[config.mk]
export PLATFORM = sky130hd
export DESIGN_NAME = tile_redraw_scheduler
export DESIGN_NICKNAME = d
export VERILOG_FILES = /design/src/rtl/tile2048_pkg.sv /design/src/rtl/tile_redraw_scheduler_dirty_pick.sv /design/src/rtl/tile_redraw_scheduler.sv
export SDC_FILE = /design/constraint.sdc
export NUM_CORES = 1
export LEC_CHECK = 0
export ABC_AREA = 1
export CAP_MARGIN = 20
export CORE_ASPECT_RATIO = 1.5
export CORE_MARGIN = 8
export CORE_UTILIZATION = 55
export CTS_BUF_LIST = sky130_fd_sc_hd__clkbuf_4
export CTS_CLUSTER_SIZE = 8
export DETAILED_ROUTE_END_ITERATION = 8
export PLACE_DENSITY_LB_ADDON = 0.12
export REMOVE_ABC_BUFFERS = 1
export SKIP_CTS_REPAIR_TIMING = 1
export SYNTH_ARGS = -nofsm -noshare
export SYNTH_HDL_FRONTEND = slang
export SYNTH_SLANG_ARGS = --single-unit
[constraint.sdc]
create_clock -name clk -period 3.3 [get_ports clk]
set_input_delay 0.66 -clock clk [delete_from_list [all_inputs] [get_ports clk]]
set_output_delay 0.66 -clock clk [all_outputs]
set_load 0.02 [all_outputs]
[src/rtl/tile2048_pkg.sv]
// Shared geometry, colour and tile-code widths for the 2048 tile renderer,
// the redraw scheduler and the display top.
package tile2048_pkg;
  localparam int TILE_SIZE  = 60;
  localparam int TILE_PITCH = 64;
  localparam int BOARD_X0   = 64;
  localparam int BOARD_Y0   = 112;
  localparam int FB_WIDTH   = 640;
  localparam int RGB_W      = 12;
  localparam int CODE_W     = 4;

  typedef enum logic [2:0] {IDLE, LOAD, ISSUE, WRITE, DONE} sched_state_t;
endpackage

[src/rtl/tile_redraw_scheduler_dirty_pick.sv]
// Lowest-index-first priority encoder over the 16-tile dirty mask.
module dirty_pick (
  input  logic [15:0] mask,
  output logic [3:0]  idx,
  output logic        any
);
  always_comb begin
    idx = '0;
    for (int i = 15; i >= 0; i--)
      if (mask[i]) idx = 4'(i);
  end

  assign any = |mask;
endmodule

[src/rtl/tile_redraw_scheduler.sv]
// Walks dirty tiles of the 4x4 board through the external renderer and
// streams each tile's pixels to the framebuffer write port.
module tile_redraw_scheduler
  import tile2048_pkg::*;
#(
  parameter int TILE_SIZE  = tile2048_pkg::TILE_SIZE,
  parameter int TILE_PITCH = tile2048_pkg::TILE_PITCH,
  parameter int BOARD_X0   = tile2048_pkg::BOARD_X0,
  parameter int BOARD_Y0   = tile2048_pkg::BOARD_Y0,
  parameter int FB_WIDTH   = tile2048_pkg::FB_WIDTH,
  parameter int ADDR_W     = 19
) (
  input  logic              clk,
  input  logic              reset_n,
  input  logic              enable,
  input  logic              board_we,
  input  logic [3:0]        board_idx,
  input  logic [CODE_W-1:0] board_val,
  input  logic              redraw_all,
  output logic [CODE_W-1:0] tile_value,
  output logic [5:0]        tile_pos_x,
  output logic [5:0]        tile_pos_y,
  input  logic [RGB_W-1:0]  pixel_color,
  output logic              fb_wr_valid,
  input  logic              fb_wr_ready,
  output logic [ADDR_W-1:0] fb_addr,
  output logic [RGB_W-1:0]  fb_data,
  output logic              busy,
  output logic              tile_done,
  output logic              all_clean
);
  localparam logic [5:0]        LAST      = 6'(TILE_SIZE - 1);
  localparam logic [ADDR_W-1:0] LINE_STEP = ADDR_W'(FB_WIDTH - TILE_SIZE + 1);

  sched_state_t             state;
  logic [15:0][CODE_W-1:0]  shadow;
  logic [15:0]              dirty, dirty_nxt;
  logic [3:0]               pick;
  logic                     pick_any;
  logic [5:0]               x, y;
  logic [ADDR_W-1:0]        base;

  dirty_pick u_pick (.mask(dirty), .idx(pick), .any(pick_any));

  // Sets are applied after the LOAD clear so a same-cycle update re-dirties the tile.
  always_comb begin
    dirty_nxt = dirty;
    if (state == LOAD) dirty_nxt[pick] = 1'b0;
    if (redraw_all)    dirty_nxt = '1;
    if (board_we)      dirty_nxt[board_idx] = 1'b1;
  end

  // Only place with multiplies; evaluated once per tile in LOAD.
  assign base = ADDR_W'((BOARD_Y0 + int'(pick[3:2]) * TILE_PITCH) * FB_WIDTH
                        + BOARD_X0 + int'(pick[1:0]) * TILE_PITCH);

  always_ff @(posedge clk or negedge reset_n) begin
    if (!reset_n) shadow <= '0;
    else if (board_we) shadow[board_idx] <= board_val;
  end

  always_ff @(posedge clk or negedge reset_n) begin
    if (!reset_n) begin
      state       <= IDLE;
      dirty       <= '1;
      tile_value  <= '0;
      x           <= '0;
      y           <= '0;
      fb_wr_valid <= 1'b0;
      fb_addr     <= '0;
      tile_done   <= 1'b0;
    end else begin
      dirty     <= dirty_nxt;
      tile_done <= 1'b0;
      case (state)
        IDLE: if (enable && pick_any) state <= LOAD;
        LOAD: begin
          tile_value <= shadow[pick];
          x          <= '0;
          y          <= '0;
          fb_addr    <= base;
          state      <= ISSUE;
        end
        ISSUE: begin
          fb_wr_valid <= 1'b1;
          state       <= WRITE;
        end
        WRITE: if (fb_wr_ready) begin
          fb_wr_valid <= 1'b0;
          if (x != LAST) begin
            x       <= x + 6'd1;
            fb_addr <= fb_addr + ADDR_W'(1);
            state   <= ISSUE;
          end else if (y != LAST) begin
            x       <= '0;
            y       <= y + 6'd1;
            fb_addr <= fb_addr + LINE_STEP;
            state   <= ISSUE;
          end else begin
            tile_done <= 1'b1;
            state     <= DONE;
          end
        end
        DONE: state <= (enable && pick_any) ? LOAD : IDLE;
        default: state <= IDLE;
      endcase
    end
  end

  assign tile_pos_x = x;
  assign tile_pos_y = y;
  assign busy       = (state != IDLE);
  assign all_clean  = (state == IDLE) && (dirty == '0);
  // Renderer output is valid for the held coordinates throughout WRITE.
  assign fb_data    = fb_wr_valid ? pixel_color : '0;
endmodule

==> metrics.yaml <==
clkPwrFrac: 0.210
p_switching_uw: 1840
crit_required_ps: 2640
hold_slack_ps: 154
grt_pass1_vias: 5878
hold_viol: 0
wl_per_cell_um: 16.2
drive_gt1_frac: 0.0905
grt_overflow: 0
intPower_uw: 2870
synth_most_common_cell: "nand2_1"
leakagePower_uw: 0.00371
yosysTopAreaCell: "dfrtp_1"
fin_area_um2: 7700
yosys-top-cells-count: "nand2_1, inv_1, nand3_1"
dieHeight_um: 149
initial_core_util: 0.566
p_per_area_nw_per_um2: 612
fmax_mhz: 334
cts.sinks: 120
crit_path_end: "all_clean"
synth_edf_count: 0
netSwitchingFraction: 0.391
setup_tns_ps: 0
cts_tree: "yes"
dp_hpwl_um: 12700
cts_made_buffers: 17
crit_start: "dirty[15]"
finalClockSkew_ps: 14.5
synthMuxAreaShare: 0
yosys_warnings: 0
netlist_instances: 830
grt_antenna_before_repair: 0
drc: 0
synth_top_area_share: 0.399
ys_ff_latch: 120
hp-class: "input pin to async pin"
outcome: "completed"
synth_area_leaders: "dfrtp_1, nand2_1, nand3_1, inv_1, dfstp_2"
worstPathArrival_ps: 2330
async_flop_share: 1.00
synth_area_per_cell_um2: 7.86
area_delta_synth_final_pct: 18.0
end_kind: "output pin"
synth_top_family_by_area: "simple AND/OR/NAND/NOR gates"
critical_path_class: "flip-flop to output pin"
clk-insertion-delay-late_ps: 510
firstDrtPassIters: 5
synth_compound_area_frac: 0.110
rr_worst_depth: 17
seqPwrFrac: 0.417
max_cap_viol_count: 0
worstPathMaxFanout: 3
r2r_start: "tile_pos_x[0]"
io_buffer_count: 76
reg2reg_to: "fb_addr[18]"
synth_seq_area_share: 0.463
routed_wl_um: 17500
gp_congestion: 0.859
post_drt_via_cell_ratio: 5.53
synth.distinct_cells: 52
io_pins: 77
rows: 48
min_period_over_period: 0.907
synth.cell_area_um2: 6530
tightest_slew_ps: 690
htreeDepth: 4
synth_xor_area_frac: 0.0121
utilization: 0.668
clkTransAtPathRegs_ps: 110
irDropWorstVdd_mv: 0.342
dieArea_um2: 15700
clk_path_buf_depth: 2
power_uw: 4710
grt_pass1_wl_um: 28900
die-width_um: 105
r2r_setup_slack_ps: 520
ys.flop_type: "dfrtp_1"
cts_root_buf: "clkbuf_4"
synth_fa_ha_area_frac: 0.0307
synthSimpleGateAreaFrac: 0.286
vias: 5963
power_frac_comb: 0.372
track_usage: 0.229
drt_iter0_markers: 430
ant_nets: 0
max_slew_margin: 0.538
start_kind: "flip-flop"
place_area_um2: 7440
layout.nets: 958
setup_viol: 0
core_area_um2: 11500
rsz0062_at_grt: "no"
slew_violations: 0
fin_crit_ps: 2990
grt_start_max_net_pins: 50
worst min-delay path by stage:
stage                     depth (start not counted)    endpoint  slack [ps]  startpoint
after global routing                              1  shadow[24]         160     reset_n
after floorplan                                   0  fb_addr[0]         360     reset_n
after CTS                                         1  fb_addr[4]         140     reset_n
after detailed placement                          2  shadow[61]         470  shadow[61]
after global placement                            2  shadow[62]         460  shadow[62]
final                                             1  fb_addr[4]         150     reset_n
layout make-up:
| cell class | instances | area, µm² |
|---|---|---|
| Antenna cell | 1 | 2.50 |
| Clock buffer | 20 | 150 |
| Clock inverter | 11 | 108 |
| Fill cell | 1044 | 3830 |
| Inverter | 136 | 512 |
| Multi-Input combinational cell | 554 | 2870 |
| Sequential cell | 120 | 3020 |
| Tap cell | 150 | 188 |
| Timing Repair Buffer | 87 | 853 |
critical path: stages, from the launching register on:
cell and delay [ps]:
dfstp_2 390, nor2_1 150, inv_1 50, nor3_1 290, nand3_1 220, nor2_1 130
clkdlybuf4s50_1 610
power groups by stage:
stage          registers [µW]  clock network [µW]  logic (µW)
6_report                 1970                 992        1750
5_1_grt                  2000                1070        1960
4_1_cts                  1960                1010        1770
3_5_place_dp             1990                   0        1760
3_3_place_gp             1980                   0        1710
2_1_floorplan            2060                   0         959
metal layers:
metal / vias to the layer above / wire, µm / part of all wire / GRT usage
li1: 2872 / - / - / -
met1: 2824 / 6760 / 0.39 / 0.248
met2: 218 / 9160 / 0.52 / 0.408
met3: 49 / 887 / 0.051 / 0.0538
met4: 0 / 727 / 0.041 / 0.120
met5: - / 0 / 0 / 0
placed cells by master (no fill, tap or decap), types with 3 or more instances in the layout:
cell type        Yosys  final
nand2_1            198    198
xor2_1               5      5
clkinv_1             2      4
nor4_1               3      3
inv_1              129    129
clkbuf_4             0     20
dfstp_2             16     16
ha_1                16     16
a21oi_1              9      9
xnor2_1              4      4
nand3_2              3      3
inv_2                4      4
nor3_1               9      9
a31oi_1              8      8
clkdlybuf4s50_1      0     75
dfrtp_1            104    104
nand3b_1             9      9
nor2_1              38     38
nor3b_1              3      3
o21ai_0             84     84
buf_4                2     11
clkinv_2             1      6
nand3_1            121    121
or3_1                5      5
a21oi_2              3      3
per-stage QoR:
step | setup WS (ps) | instances
after floorplan | 622 | 810
after global placement | 663 | 1047
after detailed placement | 589 | 1047
after CTS | 261 | 1078
after global routing | 135 | 1078
final | 305 | 1079
logic make-up after synthesis:
family / Yosys count
and+or+nand+nor: 404
buffers and inverters: 156
AOI/OAI and AO/OA: 125
DFF: 120
adders and majority gates: 16
xor gates and xnor gates: 9
state kept, by name, summed over array words and instances (netlist names):
register	count
tile_pos_y	6
tile_pos_x	6
fb_addr	19
fb_wr_valid	1
tile_value	4
tile_done	1
dirty	16
state	3
shadow	64
No activity file was read; power rests on OpenSTA's default activity.
